<file path="config.mk">
export PLATFORM = sky130hd
export DESIGN_NAME = fir_coef_ctrl
export DESIGN_NICKNAME = d
export VERILOG_FILES = /design/src/rtl/fir_coef_ctrl.sv
export SDC_FILE = /design/constraint.sdc
export NUM_CORES = 1
export LEC_CHECK = 0
export ABC_AREA = 1
export BUFFER_PORTS_ARGS = -buffer_cell sky130_fd_sc_hd__buf_4
export CAP_MARGIN = 30
export CORE_UTILIZATION = 39
export DETAILED_ROUTE_END_ITERATION = 8
export PLACE_DENSITY = 0.6
export SYNTH_ARGS = -nofsm -noshare
export SYNTH_HDL_FRONTEND = slang
export SYNTH_SLANG_ARGS = --single-unit
export TNS_END_PERCENT = 20
</file>
<file path="constraint.sdc">
create_clock -name clk -period 4.4 [get_ports clk]
set_clock_uncertainty 0.05 [all_clocks]
set_input_delay 0.88 -clock clk [delete_from_list [all_inputs] [get_ports clk]]
set_output_delay 0.88 -clock clk [all_outputs]
set_load 0.02 [all_outputs]
</file>
<file path="src/rtl/fir_coef_ctrl.sv">
`default_nettype none
// ============================================================================
// Module   : fir_coef_ctrl
// Purpose  : Double-banked coefficient store for a symmetric FIR filter.
//            Coefficient words are streamed into the shadow bank over a
//            valid/ready handshake. A complete set arms the block. The banks
//            are swapped on the next sample strobe, so coe_bus only changes
//            at a sample boundary.
// Ports    : clk, rst (async, active-low)
//            cfg_valid/cfg_ready/cfg_data/cfg_last : coefficient load stream
//            cfg_abort     : discard a pending load or an armed set
//            sample_strobe : FIR sample boundary, swap point for an armed set
//            coe_bus       : active coefficients, coe[i] at [i*CW +: CW]
//            bank_sel      : active bank (0 = A, 1 = B)
//            swap_done     : one-cycle pulse in the cycle after a swap
//            err_len       : one-cycle pulse when a set has the wrong length
//            rd_addr/rd_data : registered readback of the active bank, only
//                              present when FIR_COEF_READBACK_EN is defined
// Options  : FIR_COEF_READBACK_EN enables the readback port.
// Revision : 1.0 - initial release
// ============================================================================
module fir_coef_ctrl #(
    parameter int NTAPS = 8,
    parameter int CW    = 12
) (
    input  logic                  clk,
    input  logic                  rst,
    input  logic                  cfg_valid,
    output logic                  cfg_ready,
    input  logic [CW-1:0]         cfg_data,
    input  logic                  cfg_last,
    input  logic                  cfg_abort,
    input  logic                  sample_strobe,
    output logic [NTAPS*CW-1:0]   coe_bus,
    output logic                  bank_sel,
    output logic                  swap_done,
    output logic                  err_len
`ifdef FIR_COEF_READBACK_EN
    ,
    input  logic [((NTAPS > 1) ? $clog2(NTAPS) : 1)-1:0] rd_addr,
    output logic [CW-1:0]         rd_data
`endif
);

    localparam int CNTW = (NTAPS > 1) ? $clog2(NTAPS) : 1;

    typedef enum logic [1:0] {
        IDLE  = 2'd0,
        LOAD  = 2'd1,
        ARMED = 2'd2
    } state_t;

    state_t            state_q, state_d;
    logic [CNTW-1:0]   cnt_q, cnt_d;
    logic              bank_sel_q, bank_sel_d;
    logic              swap_done_q, swap_done_d;
    logic              err_len_q, err_len_d;
    logic              cfg_ready_q, cfg_ready_d;
    logic [CW-1:0]     bank_a_q [NTAPS];
    logic [CW-1:0]     bank_a_d [NTAPS];
    logic [CW-1:0]     bank_b_q [NTAPS];
    logic [CW-1:0]     bank_b_d [NTAPS];

    logic              accept;
    logic              last_idx;
    logic              wr_en;

    // Power-up coefficient set for bank A. The table is held as 12-bit values
    // and is sign-extended or truncated to CW.
    function automatic logic [CW-1:0] reset_coef(input int idx);
        logic [11:0] v;
        case (idx)
            0:       v = 12'h000;
            1:       v = 12'hFFD;
            2:       v = 12'h00F;
            3:       v = 12'h02E;
            4:       v = 12'hF8B;
            5:       v = 12'hEF9;
            6:       v = 12'h24E;
            7:       v = 12'h7FF;
            default: v = 12'h000;
        endcase
        return CW'($signed(v));
    endfunction

    always_comb begin
        state_d     = state_q;
        cnt_d       = cnt_q;
        bank_sel_d  = bank_sel_q;
        swap_done_d = 1'b0;
        err_len_d   = 1'b0;
        bank_a_d    = bank_a_q;
        bank_b_d    = bank_b_q;
        wr_en       = 1'b0;
        accept      = cfg_valid & cfg_ready_q;
        last_idx    = (cnt_q == CNTW'(NTAPS - 1));

        // An abort takes priority over both a strobe and a word offered in
        // the same cycle. That word is dropped, not written.
        if (cfg_abort) begin
            state_d = IDLE;
            cnt_d   = '0;
        end else begin
            case (state_q)
                IDLE, LOAD: begin
                    if (accept) begin
                        if (cfg_last != last_idx) begin
                            // The set is either too short or too long. The
                            // active bank is never touched.
                            err_len_d = 1'b1;
                            cnt_d     = '0;
                            state_d   = IDLE;
                        end else if (last_idx) begin
                            wr_en   = 1'b1;
                            cnt_d   = '0;
                            state_d = ARMED;
                        end else begin
                            wr_en   = 1'b1;
                            cnt_d   = cnt_q + CNTW'(1);
                            state_d = LOAD;
                        end
                    end
                end
                ARMED: begin
                    if (sample_strobe) begin
                        bank_sel_d  = ~bank_sel_q;
                        swap_done_d = 1'b1;
                        cnt_d       = '0;
                        state_d     = IDLE;
                    end
                end
                default: begin
                    cnt_d   = '0;
                    state_d = IDLE;
                end
            endcase
        end

        // Writes always go to the shadow bank, which is the bank not selected.
        if (wr_en) begin
            if (bank_sel_q) begin
                bank_a_d[cnt_q] = cfg_data;
            end else begin
                bank_b_d[cnt_q] = cfg_data;
            end
        end

        // Ready is registered, so it stays low through reset and rises on
        // the first edge after reset is released.
        cfg_ready_d = (state_d != ARMED);
    end

    always_ff @(posedge clk or negedge rst) begin
        if (!rst) begin
            state_q     <= IDLE;
            cnt_q       <= '0;
            bank_sel_q  <= 1'b0;
            swap_done_q <= 1'b0;
            err_len_q   <= 1'b0;
            cfg_ready_q <= 1'b0;
            for (int i = 0; i < NTAPS; i++) begin
                bank_a_q[i] <= reset_coef(i);
                bank_b_q[i] <= '0;
            end
        end else begin
            state_q     <= state_d;
            cnt_q       <= cnt_d;
            bank_sel_q  <= bank_sel_d;
            swap_done_q <= swap_done_d;
            err_len_q   <= err_len_d;
            cfg_ready_q <= cfg_ready_d;
            bank_a_q    <= bank_a_d;
            bank_b_q    <= bank_b_d;
        end
    end

    generate
        for (genvar gi = 0; gi < NTAPS; gi++) begin : g_coe
            assign coe_bus[gi*CW +: CW] = bank_sel_q ? bank_b_q[gi] : bank_a_q[gi];
        end
    endgenerate

    assign cfg_ready = cfg_ready_q;
    assign bank_sel  = bank_sel_q;
    assign swap_done = swap_done_q;
    assign err_len   = err_len_q;

`ifdef FIR_COEF_READBACK_EN
    logic [CW-1:0] rd_data_q, rd_data_d;

    always_comb begin
        rd_data_d = bank_sel_q ? bank_b_q[rd_addr] : bank_a_q[rd_addr];
    end

    always_ff @(posedge clk or negedge rst) begin
        if (!rst) begin
            rd_data_q <= '0;
        end else begin
            rd_data_q <= rd_data_d;
        end
    end

    assign rd_data = rd_data_q;
`endif

endmodule
`default_nettype wire
</file>
# Word-level counts from Yosys, hierarchy flattened
# Cells that the tools add are included.
# totals
reg_bits	201
latchBits	0
ramBits	0
romBits	0
input_bits	18
out_inout_bits	100
word_cells	78
mem_count	0
# classes
addsub	1
n_mul	0
div_mod_pow	0
order_cmp	2
eq_ne	7
shift	0
mux	35
bitwise	4
n_reduce_logical	7
# ops
op	n
$bwmux 96	2
$mux 12	9
$demux 12 s3	1
$mux 3	5
$mux 1	11
$mux 2	5
$ne 3x3->1 const B	2
$pmux 3 s2	1
$reduce_and 2->1	3
$ge 4x4->1 const B	1
$lt 4x1->1 const B	1
$not 3->4	1
$pmux 2 s2	1
$add 3x1->3 const B	1
$eq 3x3->1 const B	1
$reduce_and 3->1	1
$eq 2x1->1 const B	1
$eq 2x2->1 const B	1
$logic_not 2->1	1
$ne 2x2->1 const B	1
$not 1->1	2
$reduce_or 2->1	1
$and 1x1->1	1
$logic_and 1x1->1	1
$ne 1x1->1	1

# Longest topological paths before layout
# Gate-level depths: netlist (run 1).
# logic_depth
depth_word	7
depth_mapped	12
depth_no_buf	10

# Least setup slack after synthesis (run 1)
# OpenSTA, ideal clock, no wires.
# synth_path
path_type	register -> output
start	register bank_sel_q, in the netlist bank_sel
end	output port coe_bus[0]
t_arrival_ns	1.387
required_ns	3.470
slack_ns	2.083
path_stages_with_launch	6
path_buffers	3
path_cell_list	dfrtp_1 buf_2 clkbuf_1 buf_2 nand2_1 nand2_1
# synth_via
elab_chain_cells	1
# synth_lines
item	line	rtl
from (decl)	55	logic bank_sel_q, bank_sel_d;
from (signal assigned)	168	bank_sel_q <= bank_sel_d;
$mux 12	179	assign coe_bus[gi*CW +: CW] = bank_sel_q ? bank_b_q[gi] : bank_a_q[gi];
to (decl)	34	output logic [NTAPS*CW-1:0] coe_bus,
# No other way between the ends.

# Final worst setup path (run 1)
# layout_path
start	register cnt_q[0]
end	register bank_a_q[48] in the netlist's numbering
# layout_via
elab_chain_cells	7
elab_cells_between_ends	14
classes_between	2 x order compare; 2 x eq/ne; 7 x mux; 1 x bitwise; 2 x reduce/logical
# layout_lines
item	line	rtl
from (decl)	54	logic [CNTW-1:0] cnt_q, cnt_d;
from (signal assigned)	167	cnt_q <= cnt_d;
branches (longest 7 deep; another with $ge 4x4->1)	--	
to (signal, indexed assignment)	162	bank_a_q[i] <= reset_coef(i);
to (signal assigned)	172	bank_a_q <= bank_a_d;
to (decl)	59	logic [CW-1:0] bank_a_q [NTAPS];
# Several ways; the timed one is not identified.
# A chain may end at the register's enable or synchronous reset.

==> flow_metrics.env, run 1 <==
export IMPL_slowest_stage="dfrtp_1"
export IMPL_p_per_area_nw_per_um2=354
export IMPL_worst_slew_pin_slew_ns=0.999
export IMPL_cts_sinks=201
export IMPL_crit_chain="ha_1 > ha_1 > inv_1 > ha_1 > inv_1 > nand3_1 > nor2_4 > buf_12 > nand3_1 > nand2_1 > nand2_1"
export IMPL_holdWs_ns=0.410
export IMPL_wl_um=27400
export IMPL_drt_initial_drc_count=657
export IMPL_nets=1313
export IMPL_ant_nets=0
export IMPL_routedWlPerCell_um=16.8
export IMPL_hold_class="reg2reg"
export IMPL_drive_above_1_share=0.184
export IMPL_ir_drop_v=0.000250
export IMPL_hold_violations=0
export IMPL_synth_top_family_by_area="simple AND/OR/NAND/NOR gates"
export IMPL_die_h_um=161
export IMPL_synth_xor_area_frac=0.000887
export IMPL_setup_slack_ns=1.11
export IMPL_hold_buffers=0
export IMPL_crit_cells=11
export IMPL_dp_cells=1590
export IMPL_grt_max_degree=202
export IMPL_post_cts_buffers=0
export IMPL_cts_path_max_buffers=3
export IMPL_n_antenna_cell=0
export IMPL_clkSlewWorstSetupHoldPaths_ns=0.06
export IMPL_grt_pass1_vias=8009
export IMPL_fin_util=0.466
export IMPL_layout_min_cycle_time_ns=3.29
export IMPL_hold_depth=2
export IMPL_clockPowerShare=0.448
export IMPL_maxSlewViolCount=0
export IMPL_p_sw_frac=0.241
export IMPL_grt_first_pass_wirelength_um=44500
export IMPL_crit_top_cell="ha_1"
export IMPL_synthAdderAreaFrac=0.00507
export IMPL_yosys_area_share_simple=0.411
export IMPL_yosysTopAreaCell="dfrtp_1"
export IMPL_leakagePower_nw=6.18
export IMPL_gp_congestion=0.749
export IMPL_path_max_fanout=77
export IMPL_track_usage=0.212
export IMPL_crit_type="reg2reg"
export IMPL_power_switching_mw=0.979
export IMPL_seqCellArea_um2=5100
export IMPL_p_int_mw=3.08
export IMPL_setup_viol=0
export IMPL_die_x_um=161
export IMPL_postSynthAreaPerCell_um2=7.83
export IMPL_cp_top_family="simple AND/OR/NAND/NOR gates"
export IMPL_fin_cells=1631
export IMPL_worstPathArrival_ns=3.62
export IMPL_area_growth_pct=16.2
export IMPL_cp_num_buf_inv=3
export IMPL_portBuffers=117
export IMPL_ios=118
export IMPL_clock_latency_ns=0.50
export IMPL_numCtsBuffers=23
export IMPL_cts_tree="done"
export IMPL_relSlewSlack=0.332
export IMPL_synthCells=1262
export IMPL_rows=57
export IMPL_worst_r2r_cell_count=11
export IMPL_cts_root_buffer="clkbuf_16"
export IMPL_synth_warnings=0
export IMPL_via_per_inst=5.26
export IMPL_seqPwrFrac=0.494
export IMPL_htreeDepth=1
export IMPL_antenna_found_initial=0
export IMPL_pwr_share_comb=0.058
export IMPL_cts_resized=0
export IMPL_clock_fmax_mhz=304
export IMPL_crit_required_ns=4.74
export IMPL_drc=0
export IMPL_final_setup_tns_ns=0
export IMPL_dp_slack_ns=1.13
export IMPL_n_fill_cell=2457
export IMPL_synth_top_cell_area_share=0.378
export IMPL_multi_input_area_um2=4150
export IMPL_grt_overflow=0
export IMPL_synth_compound_area_share=0.00355
export IMPL_start_util=0.401
export IMPL_via_count=8574
export IMPL_endpoint_kind="flop"
export IMPL_syn_area_um2=9880
export IMPL_status="finished clean"
export IMPL_period_share=0.747
export IMPL_die_area_um2=26000
export IMPL_core_um2=24600
export IMPL_firstDrtPassIters=5
export IMPL_synth_cell_type_count=24
export IMPL_cp_start_kind="flop"
export IMPL_rsz0062_at_grt="false"
export IMPL_hpwl_um=15400
export IMPL_seq_area_frac_synth=0.516
export IMPL_slowest_delay_ns=0.64
export IMPL_ys_seq_elements=201
export IMPL_synth_area_top_cells="dfrtp_1 38%, nand2_1 26%, dfstp_2 14%"
export IMPL_synth_nets=1284
export IMPL_drv_cap=0
export IMPL_synth_mux_area_frac=0
power by group through the flow:
stage,combinational (mW),clock (mW),sequential [mW]
2_1_floorplan,0.146,0,2.02
3_3_place_gp,0.234,0,2.03
3_5_place_dp,0.238,0,2.04
4_1_cts,0.238,1.86,2.00
5_1_grt,0.264,1.93,2.01
6_report,0.235,1.82,2.00
stage by stage:
step	power (mW)	instance area, um^2
after global placement	2.27	10700
after global routing	4.21	11500
final	4.06	11500
after CTS	4.10	11500
after detailed placement	2.27	10800
after floorplan	2.17	9880
routing by layer:
| layer | GRT usage | routed length, um |
|---|---|---|
| met1 | 0.308 | 12900 |
| met2 | 0.338 | 12700 |
| met3 | 0.0259 | 1270 |
| met4 | 0.0493 | 521 |
| met5 | 0 | 0 |
placed cells by master (no fill, tap or decap):
| cell | instances |
|---|---|
| a21oi_1 | 2 |
| buf_12 | 6 |
| buf_4 | 121 |
| buf_8 | 1 |
| clkbuf_1 | 6 |
| clkbuf_16 | 23 |
| clkbuf_8 | 7 |
| clkinv_2 | 5 |
| dfrtp_1 | 148 |
| dfrtp_4 | 1 |
| dfstp_2 | 52 |
| ha_1 | 4 |
| inv_1 | 7 |
| inv_2 | 2 |
| inv_4 | 1 |
| inv_6 | 2 |
| nand2_1 | 685 |
| nand2_2 | 1 |
| nand3_1 | 10 |
| nand3_2 | 9 |
| nand4_1 | 193 |
| nor2_1 | 5 |
| nor2_2 | 1 |
| nor2_4 | 6 |
| nor3_1 | 1 |
| nor3_4 | 2 |
| o21ai_0 | 5 |
| xor2_1 | 1 |
cell type report:
type / instances / area share
clock buffer: 35 / 0.0593
clock inverter: 6 / 0.00294
inverter: 11 / 0.00425
multi-input combinational: 925 / 0.362
sequential: 201 / 0.444
tap: 324 / 0.0353
timing repair buffer: 129 / 0.0921
final timing paths:
check	end	slack, ns	from
max	bank_a_q[48]$_DFFE_PN0P_	1.11	cnt_q[0]$_DFFE_PN0P_
min	bank_a_q[83]$_DFFE_PN1P_	0.41	bank_a_q[83]$_DFFE_PN1P_
max reg2reg	bank_a_q[48]$_DFFE_PN0P_	1.11	cnt_q[0]$_DFFE_PN0P_
min reg2reg	bank_a_q[83]$_DFFE_PN1P_	0.41	bank_a_q[83]$_DFFE_PN1P_
max in group asynchronous	bank_a_q[35]$_DFFE_PN1P_	2.97	rst
min in group asynchronous	bank_b_q[78]$_DFFE_PN0P_	0.42	rst
worst min-delay path: stages (launching register included):
cell,delay (ns)
dfstp_2,0.37
nand2_1,0.05
nand2_1,0.04
synthesized netlist by cell type:
cell type  count
a21oi_1        2
buf_1         14
buf_2         53
buf_4         12
buf_6          1
clkbuf_1      45
dfrtp_1      149
dfstp_2       52
ha_1           4
inv_1          8
inv_2          2
inv_4          1
nand2_1      685
nand2_2        1
nand3_1       10
nand3_2        9
nand4_1      193
nor2_1         5
nor2_2         1
nor2_4         6
nor3_1         1
nor3_4         2
o21ai_0        5
xor2_1         1
sequential cells by signal, summed over array words and instances, names as in the netlist:
signal	cells
bank_a_q	96
cnt_q	3
cfg_ready	1
swap_done	1
err_len	1
state_q	2
bank_sel	1
bank_b_q	96
cell families after synthesis:
kind of cell               count (synthesis)
AOI/OAI and AO/OA                          7
xor gates and xnor gates                   1
adders and majority gates                  4
buffers and inverters                    136
DFF                                      201
and+or+nand+nor                          913
(Power assumes the default switching activity.)
==> inputs of run 2 (changes only) <==
--- a/config.mk
+++ b/config.mk
@@ -10,7 +10,7 @@
 export CAP_MARGIN = 30
 export CORE_UTILIZATION = 39
 export DETAILED_ROUTE_END_ITERATION = 8
-export PLACE_DENSITY = 0.6
+export PLACE_DENSITY = 0.62
 export SYNTH_ARGS = -nofsm -noshare
 export SYNTH_HDL_FRONTEND = slang
 export SYNTH_SLANG_ARGS = --single-unit
==> constraint.sdc (replaced) <==
create_clock -name clk -period 2.99 [get_ports clk]
set_clock_uncertainty 0.05 [all_clocks]
set_input_delay 0.598 -clock clk [delete_from_list [all_inputs] [get_ports clk]]
set_output_delay 0.598 -clock clk [all_outputs]
set_load 0.02 [all_outputs]
==> run 2 against run 1 <==
Against the previous run: critical endpoint is now coe_bus[76]; highest routed layer unchanged; clock power increased by 59%; sequential share of layout area decreased by 0.58 points; critical path type is now reg2out; count of clock-buffer cells in the layout increased by 1; sequential power increased by 47%; final area increased by 1.3%; wire length increased by 0.27%; global-route usage about the same; utilization increased by 0.62 points; largest power group unchanged.
==> flow_metrics.env, run 2 (synthesis results as in run 1) <==
export IMPL_firstDrtPassIters=4
export IMPL_nets=1322
export IMPL_cts_tree="done"
export IMPL_relSlewSlack=0.403
export IMPL_crit_required_ns=2.34
export IMPL_met1_length_um=12800
export IMPL_ir_drop_v=0.000398
export IMPL_ant_nets=0
export IMPL_top_regs="bank_a_q x96, bank_b_q x96, cnt_q x3"
export IMPL_setup_viol=0
export IMPL_core_um2=24600
export IMPL_rows=57
export IMPL_via_per_inst=5.26
export IMPL_rsz0062_at_grt="false"
export IMPL_portBuffers=117
export IMPL_path_max_fanout=201
export IMPL_drt_initial_drc_count=794
export IMPL_cts_root_buffer="clkbuf_16"
export IMPL_die_h_um=161
export IMPL_area_growth_pct=17.7
export IMPL_die_x_um=161
export IMPL_start_util=0.401
export IMPL_top_layer="met4"
export IMPL_rrSetupSlack_ns=0.28
export IMPL_clkSlewWorstSetupHoldPaths_ns=0.06
export IMPL_cts_path_max_buffers=3
export IMPL_wl_met3_um=1360
export IMPL_r2r_start="cnt_q[0]$_DFFE_PN0P_"
export IMPL_gp_congestion=0.805
export IMPL_multi_input_area_um2=4150
export IMPL_cts_resized=0
export IMPL_via_count=8621
export IMPL_cts_sinks=201
export IMPL_post_cts_buffers=0
export IMPL_met2_length_um=12600
export IMPL_r2r_end="bank_b_q[15]$_DFFE_PN0P_"
export IMPL_mostFrequentLayoutCells="685 x nand2_1, 193 x nand4_1, 148 x dfrtp_1, 129 x buf_4, 52 x dfstp_2"
export IMPL_htreeDepth=1
export IMPL_ios=118
export IMPL_n_fill_cell=2440
export IMPL_n_antenna_cell=0
export IMPL_hold_buffers=0
export IMPL_layout_min_cycle_time_ns=2.78
export IMPL_grt_overflow=0
export IMPL_drc=0
export IMPL_worst_r2r_cell_count=11
export IMPL_seqCellArea_um2=5100
export IMPL_antenna_found_initial=1
export IMPL_fin_cells=1640
export IMPL_dp_cells=1599
export IMPL_maxSlewViolCount=0
export IMPL_cp_startpoint="bank_sel$_DFFE_PN0P_"
export IMPL_hpwl_um=15500
export IMPL_drv_cap=0
export IMPL_final_common_cell="nand2_1"
export IMPL_hold_class="in2async"
export IMPL_final_setup_tns_ns=0
export IMPL_worstPathArrival_ns=2.13
export IMPL_track_usage=0.213
export IMPL_numCtsBuffers=23
export IMPL_leakagePower_nw=6.25
export IMPL_clock_latency_ns=0.50
export IMPL_crit_type="reg2out"
export IMPL_p_per_area_nw_per_um2=534
export IMPL_worst_slew_pin_slew_ns=0.895
export IMPL_period_share=0.929
export IMPL_drive_above_1_share=0.190
export IMPL_routedWlPerCell_um=16.8
export IMPL_hold_violations=0
export IMPL_grt_max_degree=202
export IMPL_wl_um=27500
export IMPL_clock_fmax_mhz=360
export IMPL_status="finished clean"
export IMPL_placed_area_um2=10800
export IMPL_stdcell_area_um2=11600
export IMPL_cp_start_kind="flop"
export IMPL_grt_pass1_vias=8112
export IMPL_die_area_um2=26000
export IMPL_endpoint_kind="output pin"
export IMPL_grt_first_pass_wirelength_um=44800
-- run 2: worst max-delay path by stage --
stage | slack, ns | to | cells past startpoint
detailed placement | 0.30 | bank_b_q[1]$_DFFE_PN0P_ | 11
global route | 0.12 | bank_b_q[22]$_DFFE_PN0P_ | 11
CTS | 0.21 | coe_bus[84] | 4
global placement | 0.40 | bank_b_q[1]$_DFFE_PN0P_ | 11
floorplan | 0.93 | bank_b_q[93]$_DFFE_PN0P_ | 12
finish | 0.21 | coe_bus[76] | 4
-- run 2: per-layer routing --
layer | vias up | GRT usage
met5 | - | 0
met2 | 246 | 0.325
met3 | 38 | 0.0277
li1 | 4199 | -
met1 | 4138 | 0.316
met4 | 0 | 0.0583
-- run 2: stage by stage --
step	hold WS [ns]	worst slack, ns	utilization	power (mW)
finish	0.0950	0.213	0.473	6.20
global route	0.144	0.117	0.473	6.42
CTS	0.115	0.214	0.473	6.26
detailed placement	0.403	0.301	0.441	3.35
global placement	0.400	0.395	0.441	3.35
floorplan	0.252	0.925	-	3.19
-- run 2: final cells by class --
class | instances | area share
multi-input combinational | 925 | 0.357
sequential | 201 | 0.439
tap | 324 | 0.0349
clock inverter | 5 | 0.00667
clock buffer | 36 | 0.0606
timing repair buffer | 138 | 0.0983
inverter | 11 | 0.00420
-- run 2: worst max-delay path, stage by stage, from the launching register on --
cell,delay [ns]
dfrtp_4,0.45
buf_12,0.64
nand2_1,0.10
nand2_1,0.17
buf_4,0.16
-- run 2: power breakdown --
group          internal, mW  switching (mW)
Clock                  1.78            1.12
Sequential             2.88          0.0635
Combinational        0.0922           0.268
Total                  4.76            1.45
